<file path="src/rtl/core_bus_pkg.sv">
// Shared types and defaults for the core bus arbiter and its requesters.
// core_cmd_t is a convenience bundle at the default widths for requester-side code.
package core_bus_pkg;

    localparam int INSTR_W = 8;
    localparam int ADDR_W  = 24;
    localparam int DATA_W  = 32;

    localparam logic [INSTR_W-1:0] OP_NOP = 8'h00;

    typedef struct packed {
        logic [INSTR_W-1:0] instr;
        logic [ADDR_W-1:0]  addr;
        logic [DATA_W-1:0]  value;
    } core_cmd_t;

    typedef enum logic [1:0] {
        IDLE,
        ISSUE,
        WAIT,
        RESPOND
    } arb_state_e;

endpackage

</file>
<file path="src/rtl/core_bus_arbiter_if.sv">
// Requester-side handshake plus core-side command/result bus of the arbiter.
// The arbiter uses the slave view; requesters and the core side use master.
interface core_bus_arbiter_if #(
    parameter int N_REQ   = 2,
    parameter int INSTR_W = core_bus_pkg::INSTR_W,
    parameter int ADDR_W  = core_bus_pkg::ADDR_W,
    parameter int DATA_W  = core_bus_pkg::DATA_W
);

    logic [N_REQ-1:0]         req_i;
    logic [N_REQ*INSTR_W-1:0] instruction_i;
    logic [N_REQ*ADDR_W-1:0]  address_i;
    logic [N_REQ*DATA_W-1:0]  value_i;
    logic [N_REQ-1:0]         gnt_o;
    logic [N_REQ-1:0]         done_o;
    logic [DATA_W-1:0]        result_o;
    logic [INSTR_W-1:0]       instruction_o;
    logic [ADDR_W-1:0]        address_o;
    logic [DATA_W-1:0]        value_o;
    logic [DATA_W-1:0]        result_i;
    logic                     busy_o;

    modport slave (
        input  req_i, instruction_i, address_i, value_i, result_i,
        output gnt_o, done_o, result_o, instruction_o, address_o, value_o, busy_o
    );

    modport master (
        output req_i, instruction_i, address_i, value_i, result_i,
        input  gnt_o, done_o, result_o, instruction_o, address_o, value_o, busy_o
    );

endinterface

</file>
<file path="src/rtl/core_bus_arbiter_rr_pick.sv">
// Combinational round-robin picker: first set request after i_last, wrapping modulo N_REQ.
module rr_pick #(
    parameter int N_REQ = 2,
    parameter int IDX_W = $clog2(N_REQ)
) (
    input  logic [N_REQ-1:0] i_req,
    input  logic [IDX_W-1:0] i_last,
    output logic [IDX_W-1:0] o_idx,
    output logic             o_valid
);

    always_comb begin
        o_idx   = '0;
        o_valid = 1'b0;
        // Offset N_REQ revisits i_last itself, so a lone requester can win again.
        for (int i = 1; i <= N_REQ; i++) begin
            if (!o_valid && i_req[IDX_W'((int'(i_last) + i) % N_REQ)]) begin
                o_valid = 1'b1;
                o_idx   = IDX_W'((int'(i_last) + i) % N_REQ);
            end
        end
    end

endmodule

</file>
<file path="src/rtl/core_bus_arbiter.sv">
// Round-robin owner of the internal core bus: grants one requester, holds its command
// for RESULT_LAT cycles, captures the core result and returns it with a done pulse.
module core_bus_arbiter
    import core_bus_pkg::*;
#(
    parameter int N_REQ      = 2,
    parameter int INSTR_W    = core_bus_pkg::INSTR_W,
    parameter int ADDR_W     = core_bus_pkg::ADDR_W,
    parameter int DATA_W     = core_bus_pkg::DATA_W,
    parameter int RESULT_LAT = 2
) (
    input logic               clk_i,
    input logic               rst_ni,
    core_bus_arbiter_if.slave bus
);

    localparam int         IDX_W    = $clog2(N_REQ);
    localparam logic [7:0] CNT_LOAD = 8'(RESULT_LAT - 1);

    arb_state_e         r_state;
    arb_state_e         w_state_nxt;
    logic [IDX_W-1:0]   r_winner;
    logic [IDX_W-1:0]   r_last;
    logic [7:0]         r_cnt;
    logic [INSTR_W-1:0] r_instr;
    logic [ADDR_W-1:0]  r_addr;
    logic [DATA_W-1:0]  r_value;
    logic [DATA_W-1:0]  r_result;
    logic [IDX_W-1:0]   w_pick_idx;
    logic               w_pick_valid;
    logic [N_REQ-1:0]   w_onehot;

    rr_pick #(
        .N_REQ (N_REQ),
        .IDX_W (IDX_W)
    ) u_rr_pick (
        .i_req   (bus.req_i),
        .i_last  (r_last),
        .o_idx   (w_pick_idx),
        .o_valid (w_pick_valid)
    );

    assign w_onehot = N_REQ'(1) << r_winner;

    always_ff @(posedge clk_i) begin
        if (!rst_ni) begin
            r_state  <= IDLE;
            r_winner <= '0;
            r_last   <= IDX_W'(N_REQ - 1);
            r_cnt    <= '0;
            r_instr  <= '0;
            r_addr   <= '0;
            r_value  <= '0;
            r_result <= '0;
        end else begin
            r_state <= w_state_nxt;
            case (r_state)
                IDLE: begin
                    // The command is snapshotted here; later input changes are ignored.
                    if (w_pick_valid) begin
                        r_winner <= w_pick_idx;
                        r_instr  <= bus.instruction_i[int'(w_pick_idx) * INSTR_W +: INSTR_W];
                        r_addr   <= bus.address_i[int'(w_pick_idx) * ADDR_W +: ADDR_W];
                        r_value  <= bus.value_i[int'(w_pick_idx) * DATA_W +: DATA_W];
                    end
                end
                ISSUE: r_cnt <= CNT_LOAD;
                WAIT: begin
                    if (r_cnt == 8'd0) begin
                        r_result <= bus.result_i;
                    end else begin
                        r_cnt <= r_cnt - 8'd1;
                    end
                end
                RESPOND: r_last <= r_winner;
                default: ;
            endcase
        end
    end

    always_comb begin
        w_state_nxt       = r_state;
        bus.gnt_o         = '0;
        bus.done_o        = '0;
        bus.instruction_o = INSTR_W'(OP_NOP);
        bus.address_o     = '0;
        bus.value_o       = '0;
        case (r_state)
            IDLE: begin
                if (w_pick_valid) begin
                    w_state_nxt = ISSUE;
                end
            end
            ISSUE: begin
                bus.gnt_o         = w_onehot;
                bus.instruction_o = r_instr;
                bus.address_o     = r_addr;
                bus.value_o       = r_value;
                w_state_nxt       = WAIT;
            end
            WAIT: begin
                bus.instruction_o = r_instr;
                bus.address_o     = r_addr;
                bus.value_o       = r_value;
                if (r_cnt == 8'd0) begin
                    w_state_nxt = RESPOND;
                end
            end
            RESPOND: begin
                bus.done_o  = w_onehot;
                w_state_nxt = IDLE;
            end
            default: w_state_nxt = IDLE;
        endcase
    end

    assign bus.result_o = r_result;
    assign bus.busy_o   = (r_state != IDLE);

endmodule

</file>
<file path="src/flat_wrapper.sv">
// flat-port wrapper written by rule: the top's interface ports become plain ports
module core_bus_arbiter_flat import core_bus_pkg::*;
#(
    parameter int N_REQ      = 2,
    parameter int INSTR_W    = core_bus_pkg::INSTR_W,
    parameter int ADDR_W     = core_bus_pkg::ADDR_W,
    parameter int DATA_W     = core_bus_pkg::DATA_W,
    parameter int RESULT_LAT = 2
)
  (clk_i, rst_ni, bus_req_i, bus_instruction_i, bus_address_i, bus_value_i, bus_result_i, bus_gnt_o, bus_done_o, bus_result_o, bus_instruction_o, bus_address_o, bus_value_o, bus_busy_o);
  core_bus_arbiter_if #(.N_REQ(N_REQ), .INSTR_W(INSTR_W), .ADDR_W(ADDR_W), .DATA_W(DATA_W)) bus_i ();
  input logic clk_i;
  input logic rst_ni;
  input wire logic [$bits(bus_i.req_i)-1:0] bus_req_i;
  input wire logic [$bits(bus_i.instruction_i)-1:0] bus_instruction_i;
  input wire logic [$bits(bus_i.address_i)-1:0] bus_address_i;
  input wire logic [$bits(bus_i.value_i)-1:0] bus_value_i;
  input wire logic [$bits(bus_i.result_i)-1:0] bus_result_i;
  output wire logic [$bits(bus_i.gnt_o)-1:0] bus_gnt_o;
  output wire logic [$bits(bus_i.done_o)-1:0] bus_done_o;
  output wire logic [$bits(bus_i.result_o)-1:0] bus_result_o;
  output wire logic [$bits(bus_i.instruction_o)-1:0] bus_instruction_o;
  output wire logic [$bits(bus_i.address_o)-1:0] bus_address_o;
  output wire logic [$bits(bus_i.value_o)-1:0] bus_value_o;
  output wire logic [$bits(bus_i.busy_o)-1:0] bus_busy_o;
  assign bus_i.req_i = bus_req_i;
  assign bus_i.instruction_i = bus_instruction_i;
  assign bus_i.address_i = bus_address_i;
  assign bus_i.value_i = bus_value_i;
  assign bus_i.result_i = bus_result_i;
  assign bus_gnt_o = bus_i.gnt_o;
  assign bus_done_o = bus_i.done_o;
  assign bus_result_o = bus_i.result_o;
  assign bus_instruction_o = bus_i.instruction_o;
  assign bus_address_o = bus_i.address_o;
  assign bus_value_o = bus_i.value_o;
  assign bus_busy_o = bus_i.busy_o;
  core_bus_arbiter #(.N_REQ(N_REQ), .INSTR_W(INSTR_W), .ADDR_W(ADDR_W), .DATA_W(DATA_W), .RESULT_LAT(RESULT_LAT)) u_core (.clk_i(clk_i), .rst_ni(rst_ni), .bus(bus_i));
endmodule
</file>
<file path="config.mk">
export PLATFORM = sky130hd
export DESIGN_NAME = core_bus_arbiter_flat
export DESIGN_NICKNAME = d
export VERILOG_FILES = /design/src/rtl/core_bus_pkg.sv /design/src/rtl/core_bus_arbiter_if.sv /design/src/rtl/core_bus_arbiter_rr_pick.sv /design/src/rtl/core_bus_arbiter.sv /design/src/flat_wrapper.sv
export SDC_FILE = /design/constraint.sdc
export NUM_CORES = 1
export LEC_CHECK = 0
export CAP_MARGIN = 15
export CORE_MARGIN = 2
export CORE_UTILIZATION = 45
export CTS_BUF_LIST = sky130_fd_sc_hd__clkbuf_4 sky130_fd_sc_hd__clkbuf_8
export DETAILED_ROUTE_END_ITERATION = 10
export GPL_ROUTABILITY_DRIVEN = 0
export PLACE_DENSITY = 0.89
export RECOVER_POWER = 25
export SYNTH_ARGS = -nofsm -noshare
export SYNTH_HDL_FRONTEND = slang
export SYNTH_HIERARCHICAL = 1
export SYNTH_SLANG_ARGS = --single-unit
</file>
<file path="constraint.sdc">
create_clock -name clk_i -period 4.1 [get_ports clk_i]
set_input_delay 0.41 -clock clk_i [delete_from_list [all_inputs] [get_ports clk_i]]
set_output_delay 0.41 -clock clk_i [all_outputs]
set_load 0.03 [all_outputs]
</file>
# After elaboration in Yosys (flattened, before gate mapping)
# Index checks and enable logic that the tools add are counted.
[classes] multipliers=1 muxes=18 n_shift=4 n_lt_le_gt_ge=2 n_reduce_logical=11 n_eq_ne=6 n_addsub=3
[op_table] op="64-bit by 7-bit indexed part select with 32-bit output" count=1
[op_table] op="48-bit by 32-bit indexed part select with 24-bit output" count=1
[op_table] op="32-bit two-way mux" count=1
[op_table] op="24-bit two-way mux" count=1
[op_table] op="8-bit two-way mux" count=2
[op_table] op="8-bit case mux with 2 select lines" count=1
[op_table] op="16-bit by 5-bit indexed part select with 8-bit output" count=1
[op_table] op="8-bit logical NOT" count=1
[op_table] op="1-bit two-way mux" count=8
[op_table] op="2-bit two-way mux" count=4
[op_table] op="2-bit case mux with 4 select lines" count=1
[op_table] op="2-bit AND reduction" count=4
[op_table] op="8-bit by 1-bit subtractor with 8-bit output, second input constant" count=1
[op_table] op="1-bit by 3-bit < comparator with 1-bit output, second input constant" count=2
[op_table] op="2-bit == test, second input constant" count=2
[op_table] op="2-bit inequality test, second input constant" count=2
[op_table] op="2-bit nonzero test" count=2
[op_table] op="1-bit by 2-bit multiplier with 3-bit output, second input constant" count=1
[op_table] op="1-bit adder, second input constant" count=2
[op_table] op="2-bit by 1-bit == test with 1-bit output, second input constant" count=1
[op_table] op="2-bit logical NOT" count=1
[op_table] op="2-bit by 1-bit inequality test with 1-bit output, second input constant" count=1
[op_table] op="2-bit OR reduction" count=1
[op_table] op="1-bit by 1-bit << shifter with 2-bit output, first input constant" count=1
[op_table] op="2 further kinds" count=2
[totals] in_bits=164 reg_bits=108 word_cells=53 output_inout_bits=101

# Longest topological paths before layout
[logic_depth] word_depth=10 depth_mapped=8

# Cells and area by module
# The synthesis kept the hierarchy.
[by_module_without_submodules] module="core_bus_arbiter" area_each_um2=5247.5 cells_each=578 n_inst=1
[by_module_without_submodules] module="rr_pick" area_each_um2=21.3 cells_each=2 n_inst=1

# Worst setup path after synthesis
# OpenSTA, ideal clock, no wires.
[synth_path] kind="register to output" startpoint="register u_core.r_state[1]" endpoint="output port bus_address_o[10]" required_time_ns=3.690 slack_ns=2.235 n_path_buf=2 path_stages_with_launch=6 arrival_time_ns=1.455 cell_sequence="dfxtp_1 inv_1 ha_1 clkbuf_1 clkbuf_1 and2_1"
[synth_between] elab_chain_cells=3
[synth_rtl] item="start: declaration" line_no="core_bus_arbiter.sv:20" text="arb_state_e r_state;"
[synth_rtl] item="start signal: assignment" line_no="core_bus_arbiter.sv:56" text="r_state <= w_state_nxt;"
[synth_rtl] item="2-bit by 1-bit == test with 1-bit output / 2-bit == test (equally long branches)" line_no="core_bus_arbiter.sv:88" text="case (r_state)"
[synth_rtl] item="2-bit OR reduction (no source line) (*)"
[synth_rtl] item="24-bit two-way mux (*)" line_no="core_bus_arbiter.sv:88"
[synth_rtl] item="end: declaration" line_no="flat_wrapper.sv:23" text="output wire logic [$bits(bus_i.address_o)-1:0] bus_address_o;"
# Every way passes the cells marked *; elsewhere a longest branch is shown, timed or not.

==> flow_summary.yaml <==
sta:
  whs_ns: 0.455
  max_freq_ghz: 0.311
  worst_pin_slew_ns: 1.63
  skew_ns: 0.0165
  post-route-min-period_ns: 3.22
  slew_headroom: -0.0847
  rsz0062_at_grt: "false"
  hold_viol: 0
  maxSlewViolCount: 38
  fin_crit_sh: 0.784
  tns_ns: 0
  finalSetupViolCount: 0
pwr:
  p_switching_mw: 1.69
  power_density_nw_per_um2: 514
  pwr-share-clk: 0.145
  power.internal_mw: 2.44
  combPwrFrac: 0.497
  peakVddDrop_mv: 0.292
  total_power_mw: 4.13
  p_seq_frac: 0.359
  p_leak_nw: 3.17
  swShare: 0.408
finish:
  area_growth_syn_to_layout_pct: 52.5
  fill_cells: 858
  design_area_sq_um: 8040
  final_common_cell: "clkdlybuf4s50_1"
  nets: 983
  drive_gt1_frac: 0.0636
  final_cell_mix: "clkdlybuf4s50_1 (230), dfxtp_1 (108), nand2_1 (79)"
  n_antenna_cell: 0
  multiInputGateArea_sq_um: 2770
  final-seq-area_sq_um: 2160
yosys:
  ys.flop_type: "dfxtp_1"
  synth.avg_cell_area_sq_um: 9.08
  yosysTopAreaCellShare: 0.410
  synthArstFlopShare: 0
  yosys.area.top_type: "dfxtp_1"
  synth_cell_types: 38
  syn_area_sq_um: 5270
  ys_seq_elements: 108
  synth.area.top_cells: "dfxtp_1 (41%), mux2i_1 (13%), and2_1 (8.2%)"
  synth_edf_count: 0
  ys_seq_area_frac: 0.410
  synthesis.nets: 751
  yosys_warnings: 6
  syn_inst: 580
floorplanning:
  die_area_sq_um: 12600
  num_io_pins: 265
  die_h_um: 112
  core_sq_um: 11400
  start_util: 0.461
  die_w_um: 112
  num_rows: 39
global_route:
  antenna_found_initial: 0
  grt_pass1_vias: 4741
  overflow: 0
  grt_max_degree: 130
  grtUsageTotal: 0.216
  grt_pass1_wl_mm: 22.5
cts:
  cts_made_buffers: 9
  cts_hold_buf: 0
  clk_latency_ns: 0.35
  ctsLongestPathBuffers: 2
  clkTransAtPathRegs_ns: 0.11
  cts_sinks: 108
  cts_resized: 0
  ctsRootBufferMaster: "clkbuf_8"
  cts_htree_levels: 3
  cts_tree: "done"
  cts_setup_buffers: 0
run:
  drv_cap: 1
detailed_routing:
  routed_wl_mm: 14.4
  drt_iter0_markers: 176
  drt_pass1_iterations: 4
  vias: 4915
  ant_nets: 0
  drc: 0
  avgRoutedWirePerCell_um: 15.0
  viasPerCell: 5.12
worst_hold_path:
  hold_path_startpoint: "u_core/bus.result_o[9]"
  min_path_cells: 2
  hold_end: "u_core/bus.result_o[9]"
  hp-class: "reg -> reg"
run_status:
  status: "finished with violations"
  violations: "max-capacitance violations, max-slew violations"
setup_path:
  worstPathRequired_ns: 4.34
  crit_arrival_ns: 3.45
  cp-start-kind: "input port"
  reg2reg_slack_ns: 2.09
  end_kind: "register"
  reg2regPathDepth: 6
  startpoint: "rst_ni"
  crit_type: "in -> reg"
  regToRegEndpoint: "u_core/r_cnt[3]"
  worstPathMaxFanout: 37
  reg2reg_from: "u_core/r_state[0]"
placed_design:
  io_buffers: 263
  placed_cell_area_sq_um: 7890
  hpwl_mm: 10.6
[final cells by class]
cell class,instances,area share
clock buffer,10,0.0163
clock inverter,6,0.00592
inverter,9,0.00420
multi-input combinational,414,0.345
sequential,108,0.269
tap,143,0.0223
timing repair buffer,270,0.338
[synthesized netlist by cell type, types with 3 or more instances]
master	count
a21oi_2	20
o21ai_0	4
o211a_1	28
clkbuf_1	25
buf_1	11
buf_12	3
and2_1	69
a21oi_1	14
nor2b_1	3
ha_1	7
dfxtp_1	108
buf_2	8
inv_1	8
mux2i_1	67
nand2_2	20
nor2_1	41
o31ai_1	3
a211oi_1	36
nand2_1	79
[worst max-delay path, stage by stage]
cell,delay (ns)
dlygate4sd3_1,0.52
clkbuf_1,1.17
clkinv_1,0.28
a21oi_1,0.68
o311ai_0,0.27
o41ai_1,0.11
[power by group through the flow]
stage / clock [mW] / combinational [mW] / sequential (mW)
detailed placement: 0 / 2.08 / 1.50
floorplan: 0 / 1.26 / 1.55
CTS: 0.622 / 2.08 / 1.48
finish: 0.597 / 2.05 / 1.48
global route: 0.661 / 2.21 / 1.51
global placement: 0 / 2.02 / 1.49
[layer usage]
metal / part of all wire / global-route usage / up-vias / routed length [um]
met4: 0.020 / 0.0602 / 0 / 293
met1: 0.40 / 0.249 / 2280 / 5820
met5: 0 / 0 / - / 0
met3: 0.055 / 0.0540 / 20 / 792
met2: 0.52 / 0.396 / 161 / 7480
li1: - / - / 2454 / -
[through the flow]
step	util	setup slack, ns	cells
detailed placement	0.691	1.24	943
finish	0.704	0.884	960
floorplan	-	2.24	580
CTS	0.707	0.846	959
global placement	0.691	1.31	943
global route	0.704	0.578	960
[cells by family after synthesis]
logic type,count (synthesis),synth area share
muxes,67,0.127
DFF,108,0.410
adders and majority gates,7,0.0166
AOI/OAI and AO/OA,113,0.172
and+or+nand+nor,226,0.218
xor gates and xnor gates,1,0.00166
buffers and inverters,58,0.0539
[state kept, by name, indices dropped and copies added, names as in the netlist]
register             cells
u_core/bus.result_o     32
u_core/r_addr           24
u_core/r_cnt             8
u_core/r_instr           8
u_core/r_last            1
u_core/r_state           2
u_core/r_value          32
u_core/r_winner          1
[worst max-delay path by stage]
stage / endpoint / slack (ns)
after floorplan: bus_address_o[10] / 2.24
after global placement: bus_instruction_o[4] / 1.31
after detailed placement: bus_address_o[11] / 1.24
after CTS: bus_address_o[23] / 0.85
after global routing: u_core/r_cnt[3] / 0.58
final: u_core/r_cnt[3] / 0.88
Note: power is estimated with default switching activity, not from simulation.
